$ cat src/rtl/ls_pkg.sv
// Shared definitions for the ls595 shift/latch slice: default width and the
// helper that sizes the shift counter so it can hold the value WIDTH.
package ls_pkg;

  localparam int LS595_WIDTH_DEFAULT = 8;

  // Bits needed to count from 0 up to and including w.
  function automatic int cnt_w(int w);
    return $clog2(w + 1);
  endfunction

endpackage

$ cat src/rtl/ls_reg_bank.sv
// WIDTH-bit register with load enable and asynchronous active-low reset.
// Holds the storage (output) register of the ls595 model.
module ls_reg_bank
  import ls_pkg::*;
#(
  parameter int WIDTH = LS595_WIDTH_DEFAULT
) (
  input  logic             clk,
  input  logic             rst_n,
  input  logic             load,
  input  logic [WIDTH-1:0] d,
  output logic [WIDTH-1:0] q
);

  // Capture d on any edge where load is high; otherwise hold.
  always_ff @(posedge clk or negedge rst_n) begin
    if (!rst_n) begin
      q <= '0;
    end else if (load) begin
      q <= d;
    end
  end

endmodule

$ cat src/rtl/ls595_shift_latch.sv
// 74LS595-style serial-in / parallel-out shift register with a storage latch,
// all on one clock with strobe qualification.
// Build option: define LS595_TRISTATE_EN to drive q to high-Z while oe_n=1;
// otherwise q is forced to zero while oe_n=1 (no tristate drivers).
// Strobes are level-sampled on each rising clk edge: shift_en, latch_en and
// sclr_n each act on the edge where they are seen active; there is no
// handshake and no back-pressure.
module ls595_shift_latch
  import ls_pkg::*;
#(
  parameter int WIDTH = LS595_WIDTH_DEFAULT
) (
  input  logic             clk,
  input  logic             rst_n,
  input  logic             ser,
  input  logic             shift_en,
  input  logic             latch_en,
  input  logic             sclr_n,
  input  logic             oe_n,
  output logic [WIDTH-1:0] q,
  output logic             qh_s,
  output logic             full
);

  localparam int              CW      = cnt_w(WIDTH);
  localparam logic [CW-1:0]   CNT_MAX = CW'(WIDTH);

  logic [WIDTH-1:0] shift_reg;
  logic [WIDTH-1:0] store_reg;
  logic [CW-1:0]    cnt;

  // Shift register: synchronous clear wins over shifting; ser enters bit 0.
  always_ff @(posedge clk or negedge rst_n) begin
    if (!rst_n) begin
      shift_reg <= '0;
    end else if (!sclr_n) begin
      shift_reg <= '0;
    end else if (shift_en) begin
      shift_reg <= {shift_reg[WIDTH-2:0], ser};
    end
  end

  // Shift counter: a latch restarts the count, so a shift on the same edge
  // becomes the first bit of the next word; counting saturates at WIDTH.
  always_ff @(posedge clk or negedge rst_n) begin
    if (!rst_n) begin
      cnt <= '0;
    end else if (!sclr_n) begin
      cnt <= '0;
    end else if (latch_en && shift_en) begin
      cnt <= CW'(1);
    end else if (latch_en) begin
      cnt <= '0;
    end else if (shift_en) begin
      cnt <= (cnt == CNT_MAX) ? cnt : cnt + CW'(1);
    end
  end

  // Storage register captures the pre-edge shift_reg value, so a latch on
  // the same edge as a shift or clear sees the old contents.
  ls_reg_bank #(
    .WIDTH (WIDTH)
  ) u_store (
    .clk   (clk),
    .rst_n (rst_n),
    .load  (latch_en),
    .d     (shift_reg),
    .q     (store_reg)
  );

  assign qh_s = shift_reg[WIDTH-1];
  assign full = (cnt == CNT_MAX);

`ifdef LS595_TRISTATE_EN
  assign q = oe_n ? {WIDTH{1'bz}} : store_reg;
`else
  assign q = oe_n ? {WIDTH{1'b0}} : store_reg;
`endif

endmodule

$ cat config.mk
export PLATFORM = sky130hd
export DESIGN_NAME = ls595_shift_latch
export DESIGN_NICKNAME = d
export VERILOG_FILES = /design/src/rtl/ls_pkg.sv /design/src/rtl/ls_reg_bank.sv /design/src/rtl/ls595_shift_latch.sv
export SDC_FILE = /design/constraint.sdc
export NUM_CORES = 1
export LEC_CHECK = 0
export ABC_AREA = 1
export ABC_CLOCK_PERIOD_IN_PS = 1300
export CAP_MARGIN = 10
export CORE_MARGIN = 5
export CORE_UTILIZATION = 30
export CTS_CLUSTER_SIZE = 28
export DETAILED_ROUTE_END_ITERATION = 10
export GPL_TIMING_DRIVEN = 0
export SETUP_SLACK_MARGIN = 0.1
export SLEW_MARGIN = 40
export SYNTH_ARGS = -nofsm -noshare
export SYNTH_HDL_FRONTEND = slang
export SYNTH_SLANG_ARGS = --single-unit
$ cat constraint.sdc
create_clock -name clk -period 1.3 [get_ports clk]
set_input_delay 0.325 -clock clk [delete_from_list [all_inputs] [get_ports clk]]
set_output_delay 0.325 -clock clk [all_outputs]
set_load 0.01 [all_outputs]
## Yosys cells after proc, flatten, opt, wreduce, memory -nomap -nowiden

Index checks and enable logic that the tools add are counted.

| cells by class | value |
|---|---|
| add/sub/neg operators | 1 |
| equal/unequal tests | 4 |
| mux-type cells | 8 |
| reduce and logical (&&, ||, !) cells | 2 |

Operators by type and width:

| kind | count |
|---|---|
| $mux W8 | 3 |
| $mux W4 | 5 |
| $ne A4 B3 Y1 const B | 2 |
| $add A4 B1 Y4 const B | 1 |
| $eq A4 B4 Y1 const B | 1 |
| $ne A2 B2 Y1 const B | 1 |
| $reduce_and A2 Y1 | 1 |
| $logic_and A1 B1 Y1 | 1 |

| word-level totals | value |
|---|---|
| register bits | 20 |
| input port bits | 7 |
| output and inout bits | 10 |
| logic and storage cells | 18 |

## Logic depth before layout (Yosys ltp)

Gate-level depths: netlist of the first run.

| logic depth | value |
|---|---|
| depth in word-level cells | 6 |
| depth in mapped cells | 7 |
| mapped depth without buffers | 7 |

## By module

From an unflattened synthesis of the first run, not the netlist that was laid out.

| second synthesis, totals | value |
|---|---|
| cell total of the unflattened synthesis | 114 |
| area total of the unflattened synthesis | 937.1 µm² |

By module, submodules not included:

| module | instances | cells each | area each (µm²) | sequential area each (µm²) |
|---|---|---|---|---|
| ls595_shift_latch | 1 | 80 | 631.9 | 300.3 |
| ls_reg_bank | 1 | 34 | 305.3 | 200.2 |

## Worst setup path before layout of the first run

Ideal clock, no wire load.

| timing | value |
|---|---|
| path type | flip-flop to output port |
| start | register cnt[0] |
| end | output port full |
| arrival | 816 ps |
| required time | 975 ps |
| path slack | 159 ps |
| stages on the path, launching flop included | 5 |
| buffers on the path | 0 |
| cells stage by stage | dfrtp_1 inv_1 ha_1 nand3_1 inv_1 |

| between the ends | value |
|---|---|
| longest elaborated chain between the ends | 1 |

Ends and longest elaborated chain:

| element | RTL line | text |
|---|---|---|
| start: declaration | ls595_shift_latch.sv:30 | `logic [CW-1:0] cnt;` |
| start signal: assignment | ls595_shift_latch.sv:55 | `cnt <= (cnt == CNT_MAX) ? cnt : cnt + CW'(1);` |
| $eq A4 B4 Y1 | ls595_shift_latch.sv:72 | `assign full = (cnt == CNT_MAX);` |
| end: declaration | ls595_shift_latch.sv:22 | `output logic full` |

No other way between the ends.

## Worst setup path after layout of the first run

| timing | value |
|---|---|
| start | register cnt[1] |
| end | output port full |

The elaborated chain is that of the path after synthesis.

==> summary.txt, run 1 <==
Place
  • Placer congestion estimate: roughly 0.86
  • Placed cell count: between 150 and 200
  • Input/output buffers: 13
  • Post-DP HPWL: between 1000 and 1500 um
  • DP Area: around 0.0011 mm^2

Timing
  • Endpoints failing setup: 1
  • Fin. Hold Viols: 0
  • Final worst-path cycle share: 114%
  • Final slew viol count: 0
  • Skew final: around 0.013 ns
  • Max transition margin: 70.6%
  • Maximum clock frequency: about 0.67 GHz
  • Setup ws final: -0.188 ns
  • RSZ-0062 raised after global routing: yes
  • Least-Margin Pin Slew: about 0.44 ns
  • Fin crit period: between 1 and 1.5 ns

Routing
  • Vias: around 800
  • WL per Instance: between 10 and 15 um
  • DRC: 0
  • Iter 0 DRT Violations: 12
  • DR vias/cell: 4.51
  • DRT Wirelength: approximately 2000 um
  • Drt first pass iters: 4
  • Routed Antenna Nets: 0

Setup path
  • Worst setup SP type: flip-flop
  • Critical path arrival: roughly 1.2 ns
  • Largest fanout on the critical path: 2
  • CP max stage cell: dfrtp_1
  • Crit-path cells: inv_2 -> ha_4 -> nand3_2 -> inv_2 -> buf_6
  • Most used cell, CP: inv_2
  • Worst path max stage delay: just over 0.4 ns
  • CP required: about 0.98 ns
  • Crit path kind: reg -> out
  • Crit path capture type: output port

Clock network
  • Worst-path clk slew: between 0.1 and 0.15 ns
  • H-tree levels: 1
  • Root buffer cell: clkbuf_4
  • CTS max path bufs: 2
  • Clock latency reported for the late side of the worst-skew pair: around 0.31 ns
  • CTS tree: done
  • Clock Sinks: 20
  • CTS buffer count: 3

Outcome
  • Failing checks: negative setup slack
  • Status: finished with violations

Floorplanning
  • Starting density of the core: a little over 30%
  • Core box area: 0.00298 mm^2
  • Site Rows: 20
  • Number of top-level pins: 17
  • Die area: 0.00423 mm^2
  • Chip Width: about 65 um
  • Die height: around 65 um

Synthesis
  • Syn nets: 115
  • Library cells used by synthesis: 15
  • EDFF count, synth: 0
  • Synthesized cell area: 908 um^2
  • Most instantiated cells after synthesis: inv_1 (25), dfrtp_1 (20), nand2_1 (17)
  • Synth top area share: a little under three fifths
  • Synth Instances: 106
  • Sequential area share after synthesis: around 55%
  • Top FF cell, synth: dfrtp_1
  • Most frequent cell after synthesis: inv_1
  • Cell accounting for the most synthesized area: dfrtp_1
  • Synth area leaders: dfrtp_1 (55%), inv_1 (10%), nand2_1 (7.0%), o21ai_0 (5.5%), o22ai_1 (4.8%)
  • Async SR Flop Fraction: 100%
  • Yosys reg bits: 20
  • Average size of a mapped cell: 8.57 um^2
  • Synthesis Warnings: 0

Job
  • Max Cap Violations: 0

Final layout
  • Nets: 155
  • Area grow syn2layout: 42.0%
  • Finished Cell Area: between 0.001 and 0.0015 mm^2
  • Diodes inserted: 0
  • Post-Layout Cell Count: 178
  • Fraction of layout cells with a size suffix above 1: a little over two fifths

Power and ir drop
  • Sw frac: 22.2%
  • Clock Power Share: between 30% and 40%
  • Combinational share of power: between 10% and 20%
  • Net Switching: 288 uW
  • Tot Pwr: between 1000 and 1500 uW
  • Peak VDD IR: 0.686 mV
  • Power per Cell Area: 1010 mW/mm^2
  • Leakage: approximately 0.00064 uW
  • Internal: about 1000 uW
  • Sequential share of power: slightly below 50%

GRT
  • Initial antenna violation count: 0
  • Vias in the first global route: between 700 and 800
  • First-pass GRT wire length: about 3200 um
  • Total track usage: a little under a tenth
  • Grt total ovfl: 0
  • Largest net degree at the start of global routing: 21

Hold path
  • Hold Path Class: in -> reg
cell families (layout without fill, tap and decap cells):
group / count (synthesis) / count (layout) / share of synthesized area, %
buffers and inverters: 30 / 69 / 14.3
and+or+nand+nor: 34 / 34 / 15.4
adders and majority gates: 2 / 2 / 2.75
DFF: 20 / 20 / 55.1
AOI/OAI and AO/OA: 20 / 20 / 12.4
critical path, delay by kind of cell, from the launching register on:
family / cells / cell delay [ns]
and+or+nand+nor: 1 / 0.08
buffers and inverters: 3 / 0.24
DFF: 1 / 0.41
adders and majority gates: 1 / 0.13
power groups by stage:
| stage | sequential [uW] | clock, uW | combinational, uW |
|---|---|---|---|
| 2_1_floorplan | 652 | 0 | 57.9 |
| 3_3_place_gp | 654 | 0 | 94.6 |
| 3_5_place_dp | 654 | 0 | 96.4 |
| 4_1_cts | 641 | 527 | 123 |
| 5_1_grt | 643 | 540 | 155 |
| 6_report | 642 | 518 | 140 |
cell usage in the layout, fill, tap and decap left out, drive strengths merged:
| cell type | n |
|---|---|
| buf | 36 |
| inv | 25 |
| dfrtp | 20 |
| nand2 | 17 |
| o21ai | 11 |
| nor2 | 10 |
| o22ai | 7 |
| nand3 | 4 |
| clkbuf | 4 |
| nand4 | 2 |
| clkdlybuf4s50 | 2 |
| a21oi | 2 |
| ha | 2 |
| or2 | 1 |
| bufinv | 1 |
| dlygate4sd3 | 1 |
metal layers:
layer	GRT usage, %	vias to the layer above	wire length [um]
met2	17.5	20	1050
met1	10.3	377	812
li1	-	403	-
met3	4.16	2	140
met4	1.55	0	14
met5	0	-	0
per-stage QoR:
step	TNS, ns	util [%]	hold slack, ns	worst slack (ns)
CTS	-0.187	40.4	0.274	-0.187
floorplan	0	-	0.0294	0.159
global placement	-5.43	36.3	0.469	-0.392
finish	-0.188	43.3	0.291	-0.188
detailed placement	-3.41	36.1	0.301	-0.412
global route	-0.308	43.3	0.300	-0.256
area by class of cell:
cell class,instances,area [um^2]
flip-flops and latches,20,500
clock buffers,3,22.5
well taps,33,41.3
fillers,310,1690
multi-input cells,56,317
plain buffers,5,36.3
clock inverters,1,30.0
inverters,25,93.8
repair buffers,35,249
timing repair:
action                                  CTS  global route
endpoints found under the setup margin   12            12
endpoints found under the hold margin    20             0
gates resized for setup                  48            16
pin swaps                                 2             2
setup buffers                            13             8
hold buffers                              1             0
path summary, 6_finish.rpt:
path / from / end / slack [ns] / cells after the start
max: cnt[1]$_DFFE_PN0P_ / full / -0.19 / 5
min: shift_en / shift_reg[0]$_DFFE_PN0P_ / 0.29 / 3
max reg2reg: cnt[1]$_DFFE_PN0P_ / cnt[0]$_DFFE_PN0P_ / 0.10 / 8
min reg2reg: shift_reg[0]$_DFFE_PN0P_ / u_store.q[0]$_DFFE_PN0P_ / 0.48 / 2
max in group asynchronous: rst_n / cnt[2]$_DFFE_PN0P_ / 0.51 / 2
min in group asynchronous: rst_n / u_store.q[1]$_DFFE_PN0P_ / 0.47 / 2
(Power assumes the default switching activity.)
==> inputs of run 2 (changes only) <==
--- a/config.mk
+++ b/config.mk
@@ -8,6 +8,7 @@
 export ABC_AREA = 1
 export ABC_CLOCK_PERIOD_IN_PS = 1300
 export CAP_MARGIN = 10
+export CORE_ASPECT_RATIO = 2
 export CORE_MARGIN = 5
 export CORE_UTILIZATION = 30
 export CTS_CLUSTER_SIZE = 28
==> run 2 against run 1 <==
The run ends with negative hold slack, negative setup slack left. Maximum frequency is 5.3% higher. Final area fell by 1.6%. Sequential power hardly changed. Non-clock buffer count fell by 4. Largest cell class unchanged. Total power grew 8.1%. Clock skew down 0.0080 ns. Global-route usage hardly changed. Largest power group unchanged. Critical endpoint unchanged.
==> summary.txt, run 2 (synthesis results as in run 1) <==
Outcome
  • Status: finished with violations
  • Failing checks: negative hold slack, negative setup slack

Power and ir drop
  • Sequential share of power: 45.7% (-3.7 points)
  • Sw frac: 21.2% (-0.96 points)
  • Leakage: 0.000644 uW (+1.3%)
  • Tot Pwr: 1410 uW (+8.1%)
  • Combinational share of power: 9.8% (-0.9 points)
  • Clock Power Share: 44.5% (+4.7 points)
  • Peak VDD IR: 0.678 mV (-1.2%)
  • Power per Cell Area: 1110 mW/mm^2 (+9.9%)
  • Net Switching: 298 uW (+3.4%)
  • Internal: 1110 uW (+9.4%)

Clock network
  • CTS tree: done
  • Worst-path clk slew: 0.08 ns (-0.03 ns)
  • CTS max path bufs: 2 (unchanged)
  • Clock Sinks: 20 (unchanged)
  • Root buffer cell: clkbuf_8
  • H-tree levels: 1 (unchanged)
  • Clock latency reported for the late side of the worst-skew pair: 0.26 ns (-0.05 ns)
  • CTS buffer count: 3 (unchanged)

Routing
  • Max layer used: met4
  • Routed Antenna Nets: 0 (unchanged)
  • WL per Instance: 11.9 um (+5.4%)
  • DR WL met3: 99 um (-29%)
  • Drt first pass iters: 5 (+1)
  • DR vias/cell: 4.70 (+4.2%)
  • Vias: 803 (+0.12%)
  • Met1 wire length: 700 um (-14%)
  • Routed wl met2: 1190 um (+14%)
  • DRT Wirelength: 2040 um (+1.3%)
  • Iter 0 DRT Violations: 6 (-6)
  • DRC: 0 (unchanged)

Floorplanning
  • Die height: 87.8 um (+35%)
  • Chip Width: 48.9 um (-25%)
  • Site Rows: 28 (+40%)
  • Die area: 0.00430 mm^2 (+1.6%)
  • Starting density of the core: 30.9% (+0.36 points)
  • Core box area: 0.00294 mm^2 (-1.2%)
  • Number of top-level pins: 17 (unchanged)

Timing
  • Least-Margin Pin Slew: 0.453 ns (+0.0124 ns)
  • Fin. Hold Viols: 7 (+7)
  • Max transition margin: 69.8% (-0.83 points)
  • Final worst-path cycle share: 109% (-5.7 points)
  • Fin Hold WS: -0.00327 ns (-0.294 ns)
  • Final slew viol count: 0 (unchanged)
  • Skew final: 0.00501 ns (-0.00797 ns)
  • Maximum clock frequency: 0.707 GHz (+5.3%)
  • Setup ws final: -0.113 ns (+0.0744 ns)
  • Fin crit period: 1.41 ns (-0.0744 ns)
  • Endpoints failing setup: 1 (unchanged)
  • RSZ-0062 raised after global routing: yes

Setup path
  • Crit-path cells: inv_2 -> ha_4 -> nand3_2 -> inv_1 -> buf_2
  • Worst setup SP type: flip-flop
  • R2r endpoint: cnt[0]$_DFFE_PN0P_
  • Worst path max stage delay: 0.39 ns (-0.02 ns)
  • CP max stage cell: dfrtp_1
  • CP delay by family, top: flip-flops
  • Worst flop-to-flop path startpoint: cnt[0]$_DFFE_PN0P_
  • Crit path capture type: output port
  • Reg2reg path depth: 9 (+1)
  • R2R Setup Slk: 0.01 ns (-0.09 ns)
  • Crit path kind: reg -> out
  • Worst path bufs/invs: 3 (unchanged)
  • CP required: 0.98 ns (about the same)
  • Largest fanout on the critical path: 2 (unchanged)
  • Critical path arrival: 1.09 ns (-0.07 ns)

Final layout
  • Finished Cell Area: 0.00127 mm^2 (-1.6%)
  • Leading cell type in the layout, fill and taps excluded: dfrtp_1
  • Core Util, Final: 43.1% (-0.21 points)
  • Area grow syn2layout: 39.7%
  • Diodes inserted: 0 (unchanged)
  • Post-Layout Cell Count: 171 (-3.9%)
  • Nets: 151 (-2.6%)
  • Fraction of layout cells with a size suffix above 1: 40.4% (-2.3 points)
  • Filler cells: 318 (+2.6%)
  • Most frequent cells in the layout: dfrtp_1 (20), buf_4 (18), inv_1 (16)

GRT
  • Total track usage: 9.58% (+0.027 points)
  • Initial antenna violation count: 0 (unchanged)
  • First-pass GRT wire length: 3300 um (+4.4%)
  • Vias in the first global route: 763 (+0.26%)
  • Largest net degree at the start of global routing: 21 (unchanged)
  • Grt total ovfl: 0 (unchanged)

Hold path
  • Hold Path Class: in -> async

Place
  • Placer congestion estimate: 0.757 (-12%)
  • Placed cell count: 149 (-2.0%)
  • Pre-CTS setup slack: -0.388 ns (+0.0241 ns)
  • DP Area: 0.00107 mm^2 (-0.35%)
  • Input/output buffers: 13 (unchanged)
  • Post-DP HPWL: 1330 um (+3.4%)

Job
  • Max Cap Violations: 0 (unchanged)
-- run 2: power groups by stage --
stage	registers (uW)	logic, uW	clock network (uW)
after CTS	641	118	632
final	642	138	625
after floorplan	652	57.9	0
after global placement	654	97.2	0
after detailed placement	655	98.1	0
after global routing	644	158	654
-- run 2: cell type report --
type                    count  area [um^2]  share of cell area [%]
flip-flops and latches     20          500                    39.4
multi-input cells          56          315                    24.9
repair buffers             31          213                    16.8
inverters                  25         93.8                    7.40
clock buffers               3         41.3                    3.25
plain buffers               5         37.5                    2.96
well taps                  30         37.5                    2.96
clock inverters             1         30.0                    2.37
-- run 2: routing by layer --
metal	track usage, %	up-vias
met2	17.7	20
met1	9.98	381
li1	-	397
met5	0	-
met3	1.70	5
met4	5.15	0
-- run 2: worst max-delay path by stage --
stage                             from  endpoint  slack [ns]  depth (start not counted)
floorplan           cnt[0]$_DFFE_PN0P_      full        0.16                          4
global route        cnt[0]$_DFFE_PN0P_      full       -0.17                          5
CTS                 cnt[1]$_DFFE_PN0P_      full       -0.11                          5
global placement    cnt[0]$_DFFE_PN0P_      full       -0.39                          5
finish              cnt[0]$_DFFE_PN0P_      full       -0.11                          5
detailed placement  cnt[0]$_DFFE_PN0P_      full       -0.39                          5
-- run 2: timing repair --
| item | CTS | global route |
|---|---|---|
| endpoints found under the setup margin | 11 | 18 |
| hold buffers | 0 | 0 |
| hold endpoints to repair | 0 | 0 |
| resized for setup | 45 | 19 |
| buffers inserted | 8 | 10 |
| pin swaps | 1 | 2 |
-- run 2: worst reg2reg max path, stage by stage, from the launching register on --
cell	delay (ns)
dfrtp_1	0.39
inv_2	0.09
ha_4	0.13
nand3_2	0.06
buf_4	0.13
buf_4	0.14
nand2_2	0.07
nand2_2	0.07
nand2_1	0.06
o21ai_1	0.06
-- run 2: per-stage QoR --
stage,hold slack (ns),TNS (ns)
after floorplan,0.0294,0
after global routing,0.0286,-0.229
final,-0.00327,-0.113
after CTS,0.0143,-0.114
after global placement,0.464,-6.14
after detailed placement,0.301,-3.59
==> inputs of run 3 (changes only) <==
--- a/config.mk
+++ b/config.mk
@@ -13,7 +13,9 @@
 export CORE_UTILIZATION = 30
 export CTS_CLUSTER_SIZE = 28
 export DETAILED_ROUTE_END_ITERATION = 10
+export GPL_ROUTABILITY_DRIVEN = 0
 export GPL_TIMING_DRIVEN = 0
+export PLACE_DENSITY_LB_ADDON = 0.1
 export SETUP_SLACK_MARGIN = 0.1
 export SLEW_MARGIN = 40
 export SYNTH_ARGS = -nofsm -noshare
==> run 3 against run 2 <==
The run ends with negative setup slack left. Combinational power fell by 4%. Total power fell by 12%. Routed wire length fell by 2.4%. Sequential share of layout area rose by 0.59 points.
==> summary.txt, run 3 (synthesis results as in run 1) <==
Floorplanning
  • Chip Width: 48.9 um (unchanged)
  • Number of top-level pins: 17 (unchanged)
  • Core box area: 0.00294 mm^2 (unchanged)
  • Starting density of the core: 30.9% (unchanged)
  • Die height: 87.8 um (unchanged)
  • Die area: 0.00430 mm^2 (unchanged)
  • Site Rows: 28 (unchanged)

Outcome
  • Status: finished with violations
  • Failing checks: negative setup slack

Setup path
  • Largest fanout on the critical path: 2 (unchanged)
  • Most used cell, CP: inv_2
  • Reg2reg path depth: 9 (unchanged)
  • R2r endpoint: cnt[0]$_DFFE_PN0P_
  • Worst setup SP type: flip-flop
  • Crit path capture type: output port
  • CP startpoint: cnt[0]$_DFFE_PN0P_
  • Worst path max stage delay: 0.39 ns (about the same)
  • Crit-path cells: inv_2 -> ha_4 -> nand3_4 -> inv_2 -> buf_6
  • CP max stage cell: dfrtp_1
  • CP endpoint: full
  • Critical path arrival: 1.08 ns (about the same)
  • R2R Setup Slk: 0.02 ns (about the same)
  • Worst flop-to-flop path startpoint: cnt[0]$_DFFE_PN0P_
  • Crit path kind: reg -> out
  • CP required: 0.98 ns (about the same)

Routing
  • Drt first pass iters: 6 (+1)
  • Routed Antenna Nets: 0 (unchanged)
  • DR vias/cell: 4.51 (-3.9%)
  • WL per Instance: 11.7 um (-1.8%)
  • DRC: 0 (unchanged)
  • DRT Wirelength: 1990 um (-2.4%)
  • Vias: 767 (-4.5%)
  • Iter 0 DRT Violations: 14 (+8)

Final layout
  • Most frequent cells in the layout: dfrtp_1 (20), nand2_1 (16), buf_4 (16)
  • Fraction of layout cells with a size suffix above 1: 39.3% (-1.1 points)
  • Leading cell type in the layout, fill and taps excluded: dfrtp_1
  • Area grow syn2layout: 37.6%
  • Nets: 150 (-0.66%)
  • Diodes inserted: 0 (unchanged)

Job
  • Max Cap Violations: 0 (unchanged)

Timing
  • Skew final: 0.00375 ns (-0.00126 ns)
  • Max transition margin: 69.9% (+0.15 points)
  • Fin. Hold Viols: 0 (-7)
  • Final slew viol count: 0 (unchanged)
  • Fin Hold WS: 0.0105 ns (+0.0138 ns)
  • Final worst-path cycle share: 108% (-1.0 points)
  • Least-Margin Pin Slew: 0.451 ns (-0.00223 ns)
  • Setup ws final: -0.100 ns (+0.0134 ns)
  • Endpoints failing setup: 1 (unchanged)
  • RSZ-0062 raised after global routing: yes
  • Fin crit period: 1.40 ns (-0.0134 ns)
  • Maximum clock frequency: 0.714 GHz (+0.96%)

Power and ir drop
  • Combinational share of power: 10.8% (+1.0 points)
  • Leakage: 0.000624 uW (-3.1%)
  • Power per Cell Area: 993 mW/mm^2 (-10%)
  • Internal: 963 uW (-13%)
  • Sequential share of power: 51.7% (+6.0 points)
  • Peak VDD IR: 0.528 mV (-22%)
  • Clock Power Share: 37.5% (-7.0 points)
  • Net Switching: 278 uW (-6.6%)
  • Sw frac: 22.4% (+1.2 points)

Clock network
  • Clock Sinks: 20 (unchanged)
  • CTS buffer count: 3 (unchanged)
  • CTS max path bufs: 2 (unchanged)
  • CTS tree: done
  • H-tree levels: 1 (unchanged)
  • Root buffer cell: clkbuf_8
  • Worst-path clk slew: 0.07 ns (about the same)
  • Clock latency reported for the late side of the worst-skew pair: 0.25 ns (about the same)

GRT
  • Largest net degree at the start of global routing: 21 (unchanged)
  • First-pass GRT wire length: 3350 um (+1.5%)
  • Total track usage: 9.89% (+0.31 points)
  • Initial antenna violation count: 0 (unchanged)
  • Vias in the first global route: 797 (+4.5%)
  • Grt total ovfl: 0 (unchanged)

Place
  • Pre-CTS setup slack: -0.448 ns (-0.0606 ns)
  • Input/output buffers: 13 (unchanged)
  • Post-DP HPWL: 1430 um (+7.2%)

Hold path
  • Hold Path Class: in -> async
-- run 3: final cells by class --
| cell class | instances | area, um^2 |
|---|---|---|
| fill | 324 | 1690 |
| sequential | 20 | 500 |
| multi-input combinational | 56 | 314 |
| timing repair buffer | 30 | 211 |
| inverter | 25 | 93.8 |
| clock buffer | 4 | 55.1 |
| buffer | 5 | 37.5 |
| tap | 30 | 37.5 |
-- run 3: critical path, delay by kind of cell, from the launching register on --
family        cells  cell delay [ns]
fa+ha+maj         1             0.14
buf+inv           3             0.23
flops             1             0.39
simple gates      1             0.06
-- run 3: worst min path at each step --
stage / end / start / cells past startpoint / slack, ns
2_1_floorplan: cnt[0]$_DFFE_PN0P_ / rst_n / 0 / 0.03
3_3_place_gp: u_store.q[2]$_DFFE_PN0P_ / shift_reg[2]$_DFFE_PN0P_ / 2 / 0.46
3_5_place_dp: u_store.q[0]$_DFFE_PN0P_ / rst_n / 1 / 0.30
4_1_cts: cnt[3]$_DFFE_PN0P_ / rst_n / 1 / 0.02
5_1_grt: shift_reg[0]$_DFFE_PN0P_ / rst_n / 1 / 0.04
6_report: u_store.q[3]$_DFFE_PN0P_ / rst_n / 1 / 0.01
-- run 3: per-layer routing --
| layer | wire [um] | global-route usage [%] | up-vias |
|---|---|---|---|
| met5 | 0 | 0 | - |
| met4 | 22 | 4.41 | 0 |
| met3 | 64 | 2.21 | 2 |
| met2 | 1220 | 20.0 | 10 |
| met1 | 686 | 8.90 | 363 |
| li1 | - | - | 392 |
-- run 3: repair_timing --
action,in CTS,in global routing
buffers inserted,8,9
gates resized for setup,49,14
pin swaps,1,0
endpoints found under the setup margin,12,11
gates cloned,0,0
hold buffers,0,0
-- run 3: per-stage QoR --
step / utilization, % / std cells / power, uW / instance area, um^2 / setup TNS, ns
2_1_floorplan: - / 106 / 710 / 908 / 0
3_5_place_dp: 36.4 / 149 / 754 / 1070 / -3.78
5_1_grt: 42.5 / 170 / 1300 / 1250 / -0.304
3_3_place_gp: 36.6 / 149 / 754 / 1080 / -7.01
6_report: 42.5 / 170 / 1240 / 1250 / -0.100
4_1_cts: 38.9 / 161 / 1240 / 1150 / -0.159
-- run 3: power by group through the flow --
stage / Clock, uW / Combinational (uW) / Sequential, uW
6_report: 466 / 133 / 642
5_1_grt: 508 / 151 / 643
4_1_cts: 482 / 114 / 641
3_5_place_dp: 0 / 99.5 / 655
3_3_place_gp: 0 / 99.8 / 654
2_1_floorplan: 0 / 57.9 / 652
==> RTL change (flow settings as in run 3) <==
`LS595_WIDTH_DEFAULT`: 8 -> 12.
--- a/src/rtl/ls_pkg.sv
+++ b/src/rtl/ls_pkg.sv
@@ -4,3 +4,3 @@
 
-  localparam int LS595_WIDTH_DEFAULT = 8;
+  localparam int LS595_WIDTH_DEFAULT = 12;
 
Interface: changed (resized q); port bits go from 17 to 21. No check against the original RTL was run, so the function may have changed too.
==> RTL change against run 3 <==
The flow still finishes with violations (setup timing). Sequential cell count rose by 8. Largest power group unchanged. Total power rose by 39%. Setup slack lost 48 ps. Non-clock buffer count grew 6. First-iteration DRC count shrank 21%. Wire length rose by 43%. Via count increased by 32%. Final area rose by 33%. Cell count up 36%. Area after synthesis increased by 35%.
==> RTL change: results (changes against run 3) <==
Layout
  – Clock buffers: 3 (was 4)
  – Buffering overhead: 17.2% (was 19.9%)
  – Nonclk buf count: 41 (was 35)
  – Final clock-cell share: 4.29% (was 4.40%)
  – Seq area share: 42.1% (was 40.0%)
  – Num sequential: 28 (was 20)
  – Final net count: 190 (was 150)
  – Area of the multi-input gates: 422 µm² (was 314 µm²)
  – Layout Cells excl Fill: 232 (was 170)
  – Fill cells: 475 (was 324)
  – Layout cells sized above 1: 37.2% (was 39.3%)
  – #MultiIn Comb: 76 (was 56)
  – Sequential cell area: 701 µm² (was 500 µm²)
  – Antenna Diode Count: 0 (unchanged)
  – Inverters: 31 (was 25)

Global route
  – Vias in the first global route: 1093 (was 797)
  – GR Layer Usage met2: 21.2% (was 20.0%)
  – First-pass GRT wire length: 4820 µm (was 3350 µm)
  – Met3 Use GR: 2.05% (was 2.21%)
  – GR Util met1: 11.0% (was 8.90%)
  – GR Util All Layers: 10.9% (was 9.89%)
  – Largest net degree at the start of global routing: 29 (was 21)

Logic synthesis
  – Post-synth net total: 150 (was 115)
  – Sequential-to-total area share from yosys stat: 57.0% (was 55.1%)
  – Top post-synthesis cells by area: dfrtp_1, inv_1, nand2_1 (unchanged)
  – Yosys Warn Count: 0 (unchanged)
  – Post-synth cell types: 18 (was 15)
  – Avg Cell Area, Syn: 8.71 µm² (was 8.57 µm²)

Place
  – Port-buffer cells: 19 (was 13)
  – HPWL Detailed: 2010 µm (was 1430 µm)
  – Setup WS pre-CTS: -673 ps (was -448 ps)
  – Area post-placement: 0.00148 mm² (was 0.00107 mm²)
  – Post-Place Cells: 212 (was 149)

Run status
  – Failing checks: setup timing (unchanged)
  – Outcome: complete, but fails checks (unchanged)

Timing
  – Rel. slew slack: 57.7% (was 69.9%)
  – Total negative setup slack: -239 ps (was -100 ps)
  – Clock Skews: 6.40 ps (was 3.75 ps)
  – Final worst setup slack: -148 ps (was -100 ps)
  – Endpoints failing setup: 4 (was 1)

Clock network
  – Clock Latency Late Sink: 270 ps (was 250 ps)
  – Worst-case clock buffer depth: 2 (unchanged)
  – Worst-path clk slew: 100 ps (was 70 ps)

Drt
  – Via density: 4.35 (was 4.51)
  – Number of DRC markers in iteration 0: 11 (was 14)
  – WL final: 2840 µm (was 1990 µm)
  – Drt pass-1 iters: 4 (was 6)

Worst setup path
  – R2r setup slk: -50 ps (was 20 ps)
  – Critical path data arrival time: 1120 ps (was 1080 ps)

Pwr
  – Max VDD drop: 0.000578 V (was 0.000528 V)
  – Leakage power: 0.825 nW (was 0.624 nW)
  – Pint: 1.36 mW (was 963 µW)
RTL change: worst min path at each step:
stage                              from                  endpoint  slack, ps
2_1_floorplan                     rst_n        cnt[0]$_DFFE_PN0P_         30
3_3_place_gp   shift_reg[5]$_DFFE_PN0P_  u_store.q[5]$_DFFE_PN0P_        470
3_5_place_dp                      rst_n  u_store.q[8]$_DFFE_PN0P_        390
4_1_cts                           rst_n        cnt[2]$_DFFE_PN0P_         90
5_1_grt                           rst_n  shift_reg[6]$_DFFE_PN0P_        110
6_report                          rst_n  shift_reg[6]$_DFFE_PN0P_         70
RTL change: what timing repair did:
item,CTS,global route
endpoints found under the hold margin,0,0
cloned,1,0
buffers inserted,8,7
pin swaps,1,5
gates resized for setup,71,20
endpoints found under the setup margin,17,27
RTL change: metal layers:
metal	routed length [µm]	part of all wire (%)
met1	1060	37
met2	1650	58
met4	28	0.99
met5	0	0
met3	97	3.4
RTL change: power groups by stage:
stage	clock (mW)	sequential (mW)	combinational (mW)
final	0.674	0.891	0.165
after global routing	0.737	0.893	0.183
after CTS	0.699	0.890	0.156
after detailed placement	0	0.908	0.128
after global placement	0	0.907	0.127
after floorplan	0	0.906	0.0659
RTL change: worst max-delay path: cells and delay by family (launching register included):
family	cells	cell delay [ps]
DFF	1	400
buffers and inverters	3	240
adders and majority gates	1	140
and+or+nand+nor	1	70
RTL change: kinds of logic after synthesis:
logic type | count (synthesis) | synth area share [%]
simple gates | 46 | 15.6
buf+inv | 37 | 12.6
flops | 28 | 57.0
compound gates | 27 | 12.0
fa+ha+maj | 2 | 2.04
xor+xnor | 1 | 0.713
